`src/rtl/ifu_pkg.sv`:
```
// Shared types and helpers for the instruction fetch unit.
package ifu_pkg;

  // Fetch sequencer states.
  typedef enum logic [1:0] {
    IDLE = 2'd0,
    REQ  = 2'd1,
    WAIT = 2'd2,
    OUT  = 2'd3
  } fetch_state_e;

  // Architectural PC after reset unless overridden.
  localparam logic [63:0] RESET_PC_DEFAULT = 64'h8000_0000;

  // Instruction width is fixed by the ISA.
  localparam int IFU_INST_W = 32;

  // Which 32-bit lane of a bus word holds the instruction at an address.
  // Only address bit 2 matters, and only on a 64-bit bus.
  function automatic logic lane_idx(input logic addr_b2, input int bus_w);
    return (bus_w == 64) ? addr_b2 : 1'b0;
  endfunction

endpackage

```
`src/rtl/ifu_lane_sel.sv`:
```
// Extracts one 32-bit lane from a 32- or 64-bit bus word.
// Purely combinational so the data-side LSU can share it.
module ifu_lane_sel
  import ifu_pkg::*;
#(
  parameter int BUS_W  = 64,
  parameter int INST_W = IFU_INST_W
) (
  input  logic [BUS_W-1:0]  data_i,
  input  logic              lane_i,
  output logic [INST_W-1:0] inst_o
);

  generate
    if (BUS_W == 64) begin : g_bus64
      // Upper lane holds the word at address offset 4.
      assign inst_o = lane_i ? data_i[63:32] : data_i[31:0];
    end else begin : g_bus32
      logic unused_lane;
      assign unused_lane = lane_i;
      assign inst_o      = data_i[INST_W-1:0];
    end
  endgenerate

endmodule

```
`src/rtl/ifu_fetch.sv`:
```
// Instruction fetch unit: owns the PC, issues aligned fetches over a
// valid/ready request channel, and hands inst/pc to decode through a
// registered valid/ready output. Redirects can land in any state; a fetch
// already accepted by memory is marked for drop and its response discarded.
module ifu_fetch
  import ifu_pkg::*;
#(
  parameter int              XLEN     = 64,
  parameter int              BUS_W    = 64,
  parameter logic [XLEN-1:0] RESET_PC = RESET_PC_DEFAULT[XLEN-1:0],
  parameter int              INST_W   = IFU_INST_W
) (
  input  logic              clock,
  input  logic              reset,
  input  logic              redirect_valid,
  input  logic [XLEN-1:0]   redirect_pc,
  output logic              req_valid,
  input  logic              req_ready,
  output logic [XLEN-1:0]   req_addr,
  input  logic              resp_valid,
  input  logic [BUS_W-1:0]  resp_data,
  input  logic              resp_err,
  output logic              out_valid,
  input  logic              out_ready,
  output logic [INST_W-1:0] inst,
  output logic [XLEN-1:0]   pc,
  output logic              fault
);

  // Low address bits dropped to align requests to the bus word.
  localparam int OFF = $clog2(BUS_W / 8);

  fetch_state_e      state_q, state_d;
  logic [XLEN-1:0]   pc_q, pc_d;
  logic              drop_q, drop_d;
  logic [INST_W-1:0] inst_q, inst_d;
  logic              fault_q, fault_d;

  logic              req_hs;
  logic              out_hs;
  logic [INST_W-1:0] lane_inst;

  ifu_lane_sel #(
    .BUS_W  (BUS_W),
    .INST_W (INST_W)
  ) u_lane_sel (
    .data_i (resp_data),
    .lane_i (lane_idx(pc_q[2], BUS_W)),
    .inst_o (lane_inst)
  );

  // Outputs come straight from state so decode and memory see no
  // combinational path from their own inputs.
  assign req_valid = (state_q == REQ);
  assign req_addr  = {pc_q[XLEN-1:OFF], {OFF{1'b0}}};
  assign out_valid = (state_q == OUT);
  assign inst      = inst_q;
  assign fault     = fault_q;
  assign pc        = pc_q;

  assign req_hs = req_valid && req_ready;
  assign out_hs = out_valid && out_ready;

  // Next-state logic; a redirect overrides normal sequencing everywhere.
  always_comb begin
    state_d = state_q;
    pc_d    = pc_q;
    drop_d  = drop_q;
    inst_d  = inst_q;
    fault_d = fault_q;

    if (redirect_valid) begin
      pc_d = redirect_pc;
    end

    case (state_q)
      IDLE: begin
        state_d = REQ;
      end

      REQ: begin
        // Without a handshake the request is simply re-issued at the new
        // PC next cycle. With one, memory owes us a stale response.
        if (req_hs) begin
          state_d = WAIT;
          if (redirect_valid) drop_d = 1'b1;
        end
      end

      WAIT: begin
        if (resp_valid) begin
          if (drop_q || redirect_valid) begin
            drop_d  = 1'b0;
            state_d = REQ;
          end else begin
            inst_d  = resp_err ? '0 : lane_inst;
            fault_d = resp_err;
            state_d = OUT;
          end
        end else if (redirect_valid) begin
          drop_d = 1'b1;
        end
      end

      OUT: begin
        // A redirect wins over acceptance: no pc+4, held inst is dropped.
        if (redirect_valid) begin
          state_d = REQ;
        end else if (out_hs) begin
          pc_d    = pc_q + XLEN'(4);
          state_d = REQ;
        end
      end

      default: begin
        state_d = IDLE;
      end
    endcase
  end

  // State, PC and captured instruction registers.
  always_ff @(posedge clock) begin
    if (!reset) begin
      state_q <= IDLE;
      pc_q    <= RESET_PC;
      drop_q  <= 1'b0;
      inst_q  <= '0;
      fault_q <= 1'b0;
    end else begin
      state_q <= state_d;
      pc_q    <= pc_d;
      drop_q  <= drop_d;
      inst_q  <= inst_d;
      fault_q <= fault_d;
    end
  end

endmodule
```
`config.mk`:
```
export PLATFORM = sky130hd
export DESIGN_NAME = ifu_fetch
export DESIGN_NICKNAME = d
export VERILOG_FILES = /design/src/rtl/ifu_pkg.sv /design/src/rtl/ifu_lane_sel.sv /design/src/rtl/ifu_fetch.sv
export SDC_FILE = /design/constraint.sdc
export NUM_CORES = 1
export LEC_CHECK = 0
export ABC_AREA = 0
export CORE_MARGIN = 1.5
export CORE_UTILIZATION = 41
export CTS_CLUSTER_DIAMETER = 120
export CTS_CLUSTER_SIZE = 24
export DETAILED_ROUTE_END_ITERATION = 7
export PLACE_DENSITY = 0.82
export SLEW_MARGIN = 25
export SYNTH_ARGS = -nofsm -noshare
export SYNTH_HDL_FRONTEND = slang
export SYNTH_SLANG_ARGS = --single-unit
```
`constraint.sdc`:
```
create_clock -name clock -period 3.2 [get_ports clock]
set_input_delay 0.64 -clock clock [delete_from_list [all_inputs] [get_ports clock]]
set_output_delay 0.64 -clock clock [all_outputs]
set_load 0.005 [all_outputs]
```
* After elaboration in Yosys (flattened, before gate mapping)
Cells that the tools add are included.
** Storage, ports and cells
- Flip-flop bits (word level) :: 100
- Input port bits :: 135
- Output and inout bits :: 163
- Logic and storage cells :: 39
** Operators by class
- $add $sub $neg :: 1
- Equality and inequality tests :: 7
- Multiplexer cells :: 17
- Bitwise operators :: 1
- Reductions and logical operators :: 8
** Operator list (count)
- 64-bit two-way mux :: 4
- 64-bit by 3-bit adder with 64-bit output, second input constant :: 1
- 32-bit two-way mux :: 2
- 2-bit two-way mux :: 5
- 3-bit AND reduction :: 3
- 2-bit case mux with 4 select lines :: 1
- 2-bit equality test, second input constant :: 2
- 1-bit two-way mux :: 4
- 3-bit by 2-bit != test with 1-bit output, second input constant :: 1
- 3-bit != test, second input constant :: 1
- 2-bit by 1-bit equality test with 1-bit output, second input constant :: 1
- 1-bit logical AND :: 2
- 2-bit logical NOT :: 1
- 2-bit by 1-bit != test with 1-bit output, second input constant :: 1
- 2-bit != test, second input constant :: 1
- 1-bit case mux with 2 select lines :: 1
- 2-bit nonzero test :: 1
- 1-bit logical OR :: 1
- 1-bit inverter :: 1

* Depth between registers and ports, before layout
Gate-level depths: netlist of run 1.
- Word-level depth :: 5
- Mapped depth :: 9
- Mapped depth without buffers :: 7

* Cells and area by module
From an unflattened synthesis of run 1, not the netlist that was laid out.
** Second synthesis, totals
- Cell total of the unflattened synthesis :: 741
- Area total of the unflattened synthesis :: 6253.5 um2
** Modules (own cells, without submodules)
- ifu_fetch :: instances 1, cells each 705, area an instance 5709.2 um2, seq. area each 2001.9 um2
- ifu_lane_sel :: instances 1, cells each 36, area an instance 544.3 um2, seq. area each 0.0 um2

* Least setup slack after synthesis of run 1
OpenSTA, ideal clock, no wires.
- Kind :: reg-to-reg
- Start point :: register state_q[0]
- End point :: register pc_q[51], in the netlist pc[51]
- Library setup time :: 0.074 ns
- Arrival time :: 2.566 ns
- Data required time :: 3.126 ns
- Path slack :: 0.560 ns
- Cell stages (with the launch flop) :: 9
- Buffers on the path :: 2
- Period minus slack after synthesis :: 2.640 ns
- Cells stage by stage :: dfxtp_1 > ha_1 > nand2_1 > or4_1 > clkbuf_2 > or4_1 > clkbuf_2 > or3_1 > a31oi_1
** Between the ends
- Word-level cells in the longest chain between the ends :: 5
** Ends and longest elaborated chain
- from (decl) :: RTL line ifu_fetch.sv:33 : fetch_state_e state_q, state_d;
- from (signal assigned) :: RTL line ifu_fetch.sv:130 : state_q <= state_d;
- 2-bit equality test (*) :: RTL line ifu_fetch.sv:56 : assign out_valid = (state_q == OUT);
- via out_valid :: RTL line ifu_fetch.sv:23 : output logic out_valid,
- 1-bit logical AND :: RTL line ifu_fetch.sv:62 : assign out_hs = out_valid && out_ready;
- 64-bit two-way mux :: RTL line ifu_fetch.sv:109 : end else if (out_hs) begin
- 64-bit two-way mux :: RTL line ifu_fetch.sv:107 : if (redirect_valid) begin
- 64-bit two-way mux (*) :: RTL line ifu_fetch.sv:76 : case (state_q)
- to (signal assigned) :: RTL line ifu_fetch.sv:131 : pc_q <= pc_d;
- to (decl) :: RTL line ifu_fetch.sv:34 : logic [XLEN-1:0] pc_q, pc_d;
Mark *: on every way through the listed nets, which the timed path passes. The rest lies on a longest branch.
A chain may end at the register's enable or synchronous reset.

* Worst setup path after layout of run 1
- Start point :: register pc_q[9], in the netlist pc[9]
- End point :: register pc_q[38], in the netlist pc[38]
** Between the ends
- Word-level cells in the longest chain between the ends :: 4
** Ends and longest elaborated chain
- 64-bit by 3-bit adder with 64-bit output :: RTL line ifu_fetch.sv:110 : pc_d = pc_q + XLEN'(4);
- 64-bit two-way mux :: RTL line ifu_fetch.sv:109
- 64-bit two-way mux :: RTL line ifu_fetch.sv:107
- 64-bit two-way mux :: RTL line ifu_fetch.sv:76
Every way passes these cells.

==> flow_metrics.tcl, run 1 <==
set metrics [dict create \
    status "finished clean" \
    vias 6533 \
    drtPass1Iterations 5 \
    fp.dieW_um 123.9 \
    cts_made_buffers 9 \
    fmax_ghz 0.3598 \
    path_clk_slew_ns 0.07 \
    ys_seq_elements 100 \
    reg2reg_slack_ns 0.42 \
    synth_seq_area_share_pct 33.39 \
    async_reset_ff_share_pct 0 \
    boundaryPins 298 \
    drcViolationCount 0 \
    dp_worst_setup_slack_ns 0.07119 \
    grt_usage_pct 25.99 \
    worst_slack_ns 0.4204 \
    cp_data_arrival_time_ns 3.06 \
    max-slew-margin-rel_pct 38.75 \
    fill_cells 1276 \
    met1_length_um 8276 \
    wl_met2_um 10060 \
    hold_viol_final 0 \
    slowest_stage "or4_1" \
    cts_buffer_depth 2 \
    synth_top_area_share_pct 33.39 \
    layout_worst_path_cycle_share_pct 86.86 \
    hold_start "fault$_SDFFE_PN0P_" \
    p_per_area_nw_per_um2 348.3 \
    rows 44 \
    ant_nets 0 \
    syn_inst 760 \
    grt-ovfl-total 0 \
    hp-class "flip-flop to flip-flop" \
    grt_pass1_vias 5806 \
    drive_gt1_share_pct 5.618 \
    fin_worst_skew_ns 0.01164 \
    worstPathMaxFanout 9 \
    grt_start_max_net_pins 66 \
    wl_met3_um 2028 \
    die_area_um2 15360 \
    syn_area_um2 5996 \
    post_cts_resize_count 0 \
    totalWireLength_um 20800 \
    cts_tree "built" \
    synth_edf_count 0 \
    drtIter0Drc 460 \
    endpoint_kind "flip-flop" \
    start_kind "flip-flop" \
    antenna_found_initial 0 \
    core-area_um2 14420 \
    root_buffer "clkbuf_16" \
    initial_utilization_pct 41.57 \
    synth.distinct_cells 52 \
    yosysTopAreaCell "dfxtp_1" \
    insertion_delay_ns 0.36 \
    synth_area_leaders "dfxtp_1 (33%), buf_4 (8.1%), mux2i_1 (6.0%)" \
    worst_slew_pin_slew_ns 0.9104 \
    p_leak_uw 0.003051 \
    die_h_um 123.9 \
    area_growth_pct 49.67 \
    crit_chain "nand4_2, or4_4, or4_1, or4_1, a31oi_1" \
    maxSlewViolCount 0 \
    h-tree-depth 3 \
    grt_pass1_wl_um 30550 \
    vias_per_cell 5.617 \
    cts.sinks 100 \
    worstPathRequired_ns 3.48 \
    top_layer "met4" \
    final_nets 1114 \
    setup_tns_ns 0 \
    cpMostUsedCell "or4_1" \
    rsz0062_at_grt "no" \
    num_antenna_cells 0 \
    vdd_drop_max_v 0.0002841 \
    timing.rr.start "pc[9]$_SDFF_PN0_" \
    startpoint "pc[9]$_SDFF_PN0_" \
    synth_warnings 0 \
    cts_setup_buffers 0 \
    max_cap_viol_count 0 \
    synth_area_per_cell_um2 7.889 \
    hold_buffers 0 \
    io_buffers 294 \
    hpwl_um 15520 \
    finalCriticalPeriod_ns 2.780 \
    worst_path_largest_cell_delay_ns 0.70 \
    setup_viol 0 \
    dominantRegCellSynth "dfxtp_1" \
    routedWlPerCell_um 17.89 \
    crit_type "flip-flop to flip-flop" \
    routabilityCongestion 0.9160 \
]
[cells in the mapped netlist (6+ instances only)]
| library cell | instances |
|---|---|
| nor3_1 | 44 |
| nor4_1 | 12 |
| and4_1 | 13 |
| inv_1 | 6 |
| a31oi_1 | 11 |
| nor2_1 | 64 |
| nand2_1 | 38 |
| nand3_1 | 32 |
| and2_1 | 7 |
| xnor2_1 | 18 |
| mux2i_1 | 36 |
| and3_1 | 11 |
| buf_4 | 65 |
| o21ai_0 | 54 |
| xor2_1 | 17 |
| clkbuf_1 | 44 |
| dfxtp_1 | 100 |
| o31ai_1 | 8 |
| a211oi_1 | 12 |
| or4_1 | 14 |
| nand4_1 | 24 |
| or3_1 | 9 |
| a21oi_1 | 63 |
[report_power, final]
| part | internal, µW | switching (µW) | total [µW] | leakage (µW) |
|---|---|---|---|---|
| clock | 532 | 514 | 1050 | 0.000140 |
| combinational | 429 | 237 | 666 | 0.00209 |
| sequential | 1310 | 107 | 1410 | 0.000823 |
[critical path: cells and delay by family (launching register included)]
| kind | cells | cell delay (ns) |
|---|---|---|
| DFF | 1 | 0.46 |
| and+or+nand+nor | 4 | 2.06 |
| AOI/OAI and AO/OA | 1 | 0.18 |
[layout make-up]
cell class	count	area [µm²]	area share, %
Clock buffer	9	225.2	2.510
Clock inverter	7	50.05	0.5577
Inverter	7	26.28	0.2928
Multi-Input combinational cell	537	3283	36.59
Sequential cell	100	2003	22.32
Tap cell	184	230.2	2.566
Timing Repair Buffer	319	3156	35.16
[registers in the layout, indices dropped and copies added, names as in the netlist]
signal,cells
pc,64
fault,1
inst,32
state_q,2
drop_q,1
[layer usage]
layer | vias up | global-route usage [%]
met5 | - | 0
met3 | 33 | 9.158
met2 | 335 | 44.99
met1 | 3028 | 30.47
met4 | 0 | 7.102
li1 | 3137 | -
[logic make-up (layout without fill, tap and decap cells)]
kind of cell,after synthesis,after routing,synth area share (%)
adders and majority gates,5,5,1.043
DFF,100,100,33.39
other,1,3,0.06254
and+or+nand+nor,290,290,26.09
AOI/OAI and AO/OA,168,168,16.28
muxes,36,36,6.010
xor gates and xnor gates,35,35,5.113
buffers and inverters,125,342,12.02
[placed cells by master (no fill, tap or decap), drive strengths merged, types with 9 or more instances in the layout]
cell,netlist,routed
mux2i,36,36
dfxtp,100,100
clkdlybuf4s50,0,294
inv,7,9
nor3,44,44
nand4,26,26
or3,10,10
a21oi,63,63
clkbuf,46,9
buf,72,25
and3,12,12
xnor2,18,18
a211oi,12,12
xor2,17,17
nand2,38,38
or4,18,18
nor4,12,12
nor2,64,64
a31oi,11,11
and4,13,13
o21ai,54,54
nand3,32,32
[stage by stage]
stage | power (µW) | hold slack, ns | util [%] | cells | cell area (µm²)
after floorplan | 1709 | 0.4527 | - | 762 | 6003
after global placement | 2097 | 0.4456 | 60.31 | 1147 | 8698
after detailed placement | 2107 | 0.4760 | 60.31 | 1147 | 8698
after CTS | 3147 | 0.4909 | 62.21 | 1163 | 8974
after global routing | 3271 | 0.5064 | 62.21 | 1163 | 8974
final | 3126 | 0.4787 | 62.21 | 1163 | 8974
[worst paths after layout]
check	to	cells past startpoint
worst max-delay path	pc[38]$_SDFF_PN0_	5
worst min-delay path	fault$_SDFFE_PN0P_	2
worst max register to register	pc[38]$_SDFF_PN0_	5
worst min register to register	fault$_SDFFE_PN0P_	2
No activity file was read; power rests on OpenSTA's default activity.
==> run 2: changes to the inputs <==
--- a/config.mk
+++ b/config.mk
@@ -6,12 +6,12 @@
 export NUM_CORES = 1
 export LEC_CHECK = 0
 export ABC_AREA = 0
-export CORE_MARGIN = 1.5
-export CORE_UTILIZATION = 41
+export CORE_AREA = 2 2 115 117
 export CTS_CLUSTER_DIAMETER = 120
 export CTS_CLUSTER_SIZE = 24
 export DETAILED_ROUTE_END_ITERATION = 7
-export PLACE_DENSITY = 0.82
+export DIE_AREA = 0 0 117 119
+export DONT_BUFFER_PORTS = 1
 export SLEW_MARGIN = 25
 export SYNTH_ARGS = -nofsm -noshare
 export SYNTH_HDL_FRONTEND = slang
==> run 2 against run 1 <==
  * Register-to-register slack barely moved
  * Power fell by 6.9%
  * Sequential power barely moved
  * Worst setup slack got worse by 0.014 ns
  * Critical path depth did not move
  * Sequential cell count did not move
  * Routed wire length fell by 13%
  * Hold slack got worse by 0.073 ns
  * Critical endpoint unchanged
  * Largest cell class unchanged
  * Highest routed layer is now met5
==> flow_metrics.tcl, run 2 (synthesized netlist as in run 1, its figures left out) <==
set metrics [dict create \
    post-place-cells 834 \
    finalCriticalPeriod_ns 2.794 \
    power.share.clock_pct 42.2 \
    routedWlPerCell_um 21.28 \
    hold_viol_final 0 \
    grt_usage_pct 25.56 \
    insertion_delay_ns 0.35 \
    rsz0062_at_grt "no" \
    fin_worst_skew_ns 0.01215 \
    endpoint_kind "flip-flop" \
    drtPass1Iterations 6 \
    hpwl_um 13190 \
    cpMostUsedCell "or4_1" \
    largest_reg_flops 64 \
    internal_power_uw 2148 \
    crit_type "flip-flop to flip-flop" \
    drtIter0Drc 371 \
    fp.dieW_um 117 \
    multi_input_area_um2 3283 \
    regArea_um2 2003 \
    setup_tns_ns 0 \
    worstPathMaxFanout 9 \
    power_frac_seq_pct 49.2 \
    h-tree-depth 3 \
    hold_buffers 0 \
    worst_slew_pin_slew_ns 0.8190 \
    antenna_found_initial 1 \
    fmax_ghz 0.3580 \
    maxSlewViolCount 0 \
    cts.sinks 100 \
    cts_tree "built" \
    swShare_pct 26.19 \
    status "finished clean" \
    vdd_drop_max_v 0.0002130 \
    startpoint "pc[9]$_SDFF_PN0_" \
    vias_per_cell 6.291 \
    p_per_area_nw_per_um2 486.6 \
    worst_slack_ns 0.4064 \
    grt_pass1_wl_um 27640 \
    setup_viol 0 \
    final_nets 809 \
    num_antenna_cells 0 \
    worst_path_largest_cell_delay_ns 0.69 \
    initial_utilization_pct 46.57 \
    dp_worst_setup_slack_ns 0.4351 \
    slowest_stage "or4_1" \
    grt_pass1_vias 5055 \
    vias 5347 \
    cts_buffer_depth 2 \
    fill_cells 1295 \
    hold_start "resp_valid" \
    timing.rr.start "pc[9]$_SDFF_PN0_" \
    switchingPower_uw 762.1 \
    p_leak_uw 0.001915 \
    p_comb_share_pct 8.6 \
    io_buffers 0 \
    max_cap_viol_count 0 \
    worstPathRequired_ns 3.47 \
    final_cell_mix "dfxtp_1 (99), nor2_1 (64), a21oi_1 (63)" \
    totalWireLength_um 18090 \
    ant_nets 0 \
    die_h_um 119 \
    cts_made_buffers 9 \
    grt-ovfl-total 0 \
    area_growth_pct -0.2714 \
    hp-class "primary input to flip-flop" \
    cp_data_arrival_time_ns 3.07 \
    core-area_um2 12870 \
    drcViolationCount 0 \
    crit_buf_inv 0 \
    post_cts_resize_count 0 \
    die_area_um2 13920 \
    boundaryPins 298 \
    mostFrequentLayoutCell "dfxtp_1" \
    crit_chain "nand4_2, or4_4, or4_1, or4_1, a31oi_1" \
    rows 42 \
    grt_start_max_net_pins 66 \
    routabilityCongestion 0.9443 \
    layout_worst_path_cycle_share_pct 87.30 \
    path_clk_slew_ns 0.07 \
    drive_gt1_share_pct 6.231 \
    root_buffer "clkbuf_16" \
    cts_setup_buffers 0 \
    max-slew-margin-rel_pct 45.32 \
    crit_family "simple AND/OR/NAND/NOR gates" \
    stdcell_count 850 \
    start_kind "flip-flop" \
]
-- run 2: cell count changes in the layout (fill, tap and decap cells not counted), sizes merged --
| cell | delta |
|---|---|
| inv | -2 |
| clkbuf | +4 |
| clkdlybuf4s50 | -294 |
| bufinv | +2 |
| clkinv | -4 |
| buf | -11 |
-- run 2: per-stage QoR --
| step | hold slack [ns] | util [%] | cell area [µm²] | total power, µW |
|---|---|---|---|---|
| global placement | 0.4866 | 43.89 | 5650 | 1697 |
| floorplan | 0.4527 | - | 6003 | 1709 |
| detailed placement | 0.4892 | 43.89 | 5650 | 1709 |
| CTS | 0.3904 | 46.44 | 5979 | 2935 |
| global route | 0.4037 | 46.44 | 5979 | 3019 |
| finish | 0.4056 | 46.44 | 5979 | 2910 |
-- run 2: power groups by stage --
stage | sequential (µW) | combinational, µW | clock (µW)
after global placement | 1460 | 242 | 0
final | 1430 | 250 | 1230
after global routing | 1440 | 280 | 1290
after detailed placement | 1460 | 250 | 0
after floorplan | 1420 | 293 | 0
after CTS | 1430 | 252 | 1250
-- run 2: cell type report --
class,instances,share of cell area (%)
flip-flops and latches,100,33.50
clock inverters,3,1.151
multi-input cells,537,54.91
well taps,176,3.683
repair buffers,14,1.967
inverters,7,0.4394
clock buffers,13,4.352
-- run 2: final timing paths --
| path | to | slack (ns) | cells after the start |
|---|---|---|---|
| max | pc[38]$_SDFF_PN0_ | 0.41 | 5 |
| min | drop_q$_SDFFE_PN0P_ | 0.41 | 1 |
| max reg2reg | pc[38]$_SDFF_PN0_ | 0.41 | 5 |
| min reg2reg | fault$_SDFFE_PN0P_ | 0.50 | 2 |
-- run 2: worst reg2reg max path, stage by stage (launching register included) --
cell and delay, ns:
dfxtp_1 0.49, nand4_2 0.29, or4_4 0.58, or4_1 0.69
or4_1 0.52, a31oi_1 0.16
-- run 2: metal layers --
layer / GRT usage, % / vias up / share of wire [%]
met3: 8.957 / 32 / 9.0
li1: - / 2529 / -
met2: 44.80 / 255 / 51
met4: 7.868 / 2 / 2.0
met1: 28.72 / 2529 / 38
met5: 0 / - / 0.072
==> run 3: changes to the inputs <==
--- a/config.mk
+++ b/config.mk
@@ -6,11 +6,11 @@
 export NUM_CORES = 1
 export LEC_CHECK = 0
 export ABC_AREA = 0
-export CORE_AREA = 2 2 115 117
+export CORE_AREA = 2 2 116 118
 export CTS_CLUSTER_DIAMETER = 120
 export CTS_CLUSTER_SIZE = 24
 export DETAILED_ROUTE_END_ITERATION = 7
-export DIE_AREA = 0 0 117 119
+export DIE_AREA = 0 0 118 120
 export DONT_BUFFER_PORTS = 1
 export SLEW_MARGIN = 25
 export SYNTH_ARGS = -nofsm -noshare
==> run 3 against run 2 <==
  * Largest power group unchanged
  * Die area increased by 1.7%
  * Critical path type unchanged
  * Critical endpoint is now pc[55]$_SDFF_PN0_
  * Global-route usage is 0.25 points lower
  * Register-to-register slack gained 0.02 ns
  * Count of clock-buffer cells in the layout decreased by 2
==> flow_metrics.tcl, run 3 (synthesized netlist as in run 1, its figures left out) <==
set metrics [dict create \
    status "finished clean" \
    worstPathRequired_ns 3.47 \
    grt_pass1_vias 5233 \
    routabilityCongestion 0.8674 \
    drcViolationCount 0 \
    totalWireLength_um 18290 \
    root_buffer "clkbuf_16" \
    hpwl_um 13520 \
    grt_start_max_net_pins 66 \
    setup_viol 0 \
    cp_data_arrival_time_ns 3.04 \
    fin_hold_ws_ns 0.4124 \
    die_area_um2 14160 \
    grtUsageMet3_pct 10.17 \
    area_growth_pct 0.2086 \
    vdd_drop_max_v 0.0002754 \
    h-tree-depth 3 \
    reg2reg_slack_ns 0.43 \
    path_clk_slew_ns 0.07 \
    max-slew-margin-rel_pct 42.70 \
    setup_tns_ns 0 \
    crit_type "flip-flop to flip-flop" \
    final_nets 816 \
    r2r-end "pc[55]$_SDFF_PN0_" \
    final_cell_mix "dfxtp_1 (99), nor2_1 (64), a21oi_1 (63)" \
    die_h_um 120 \
    rsz0062_at_grt "no" \
    drtIter0Drc 330 \
    grt-ovfl-total 0 \
    cts_buffer_depth 2 \
    rows 42 \
    layout_worst_path_cycle_share_pct 86.52 \
    post_cts_resize_count 0 \
    p_leak_uw 0.001945 \
    timing.rr.start "pc[9]$_SDFF_PN0_" \
    grt_pass1_wl_um 28440 \
    regArea_um2 2003 \
    hold_buffers 0 \
    p_per_area_nw_per_um2 476.4 \
    cts.sinks 100 \
    max_cap_viol_count 0 \
    fmax_ghz 0.3612 \
    fp.dieW_um 118 \
    hold_viol_final 0 \
    antenna_found_initial 1 \
    ant_nets 0 \
    hold_start "resp_valid" \
    use_met2_pct 44.48 \
    largest_reg_flops 64 \
    post-place-cells 841 \
    num_antenna_cells 0 \
    worstRegToRegCells 5 \
    use_met1_pct 26.79 \
    vias 5356 \
    cts_tree "built" \
    drtPass1Iterations 5 \
    worstPathMaxFanout 8 \
    initial_utilization_pct 46.19 \
    cts_made_buffers 9 \
    boundaryPins 298 \
    min_path_cells 1 \
    maxSlewViolCount 0 \
    core-area_um2 12980 \
    cts_setup_buffers 0 \
    min_to "drop_q$_SDFFE_PN0P_" \
    routedWlPerCell_um 21.34 \
    worst_slew_pin_slew_ns 0.8516 \
    busiest_layer "met2" \
    endpoint_kind "flip-flop" \
    fill_cells 1318 \
    io_buffers 0 \
    stdcell_count 857 \
    mostFrequentLayoutCell "dfxtp_1" \
    insertion_delay_ns 0.35 \
    grt_usage_pct 25.31 \
    fin_worst_skew_ns 0.009059 \
    vias_per_cell 6.250 \
    finalCriticalPeriod_ns 2.769 \
    start_kind "flip-flop" \
    hp-class "primary input to flip-flop" \
    drive_gt1_share_pct 7.342 \
    multi_input_area_um2 3283 \
]
run 3: final cells by class:
| type | instances | area share [%] |
|---|---|---|
| flip-flops and latches | 100 | 33.34 |
| inverters | 7 | 0.4373 |
| clock buffers | 11 | 4.040 |
| repair buffers | 21 | 2.624 |
| well taps | 176 | 3.665 |
| clock inverters | 5 | 1.249 |
| multi-input cells | 537 | 54.64 |
run 3: critical path, stage by stage, from the launching register on:
cell     delay [ns]
dfxtp_1        0.48
nand4_2        0.27
or4_1          0.70
or4_1          0.69
or3_1          0.40
a31oi_1        0.16
run 3: how the worst max path moves through the flow:
stage / from / endpoint / slack [ns] / cells past startpoint
2_1_floorplan: state_q[0]$_SDFFE_PN0P_ / pc[51]$_SDFF_PN0_ / 0.56 / 8
3_3_place_gp: pc[9]$_SDFF_PN0_ / pc[38]$_SDFF_PN0_ / 0.52 / 5
3_5_place_dp: pc[9]$_SDFF_PN0_ / pc[55]$_SDFF_PN0_ / 0.45 / 5
4_1_cts: pc[9]$_SDFF_PN0_ / pc[55]$_SDFF_PN0_ / 0.43 / 5
5_1_grt: pc[10]$_SDFF_PN0_ / pc[55]$_SDFF_PN0_ / 0.28 / 5
6_report: pc[9]$_SDFF_PN0_ / pc[55]$_SDFF_PN0_ / 0.43 / 5
run 3: stage by stage:
| stage | total power [µW] | util [%] | worst slack, ns | area, µm² |
|---|---|---|---|---|
| floorplan | 1709 | - | 0.5597 | 6003 |
| global placement | 1703 | 43.84 | 0.5178 | 5690 |
| detailed placement | 1714 | 43.84 | 0.4508 | 5690 |
| CTS | 2887 | 46.29 | 0.4276 | 6008 |
| global route | 2987 | 46.29 | 0.2777 | 6008 |
| finish | 2862 | 46.29 | 0.4313 | 6008 |
run 3: layer usage:
metal	part of all wire, %	routed length [µm]	vias to the layer above
met5	0	0	-
li1	-	-	2544
met3	10	1833	42
met4	2.8	510	0
met2	49	9049	274
met1	38	6895	2496
run 3: report_power, final:
part	leakage [µW]	internal, µW	switching, µW
Sequential	0.000823	1310	117
Clock	0.000159	703	474
Combinational	0.000963	114	148
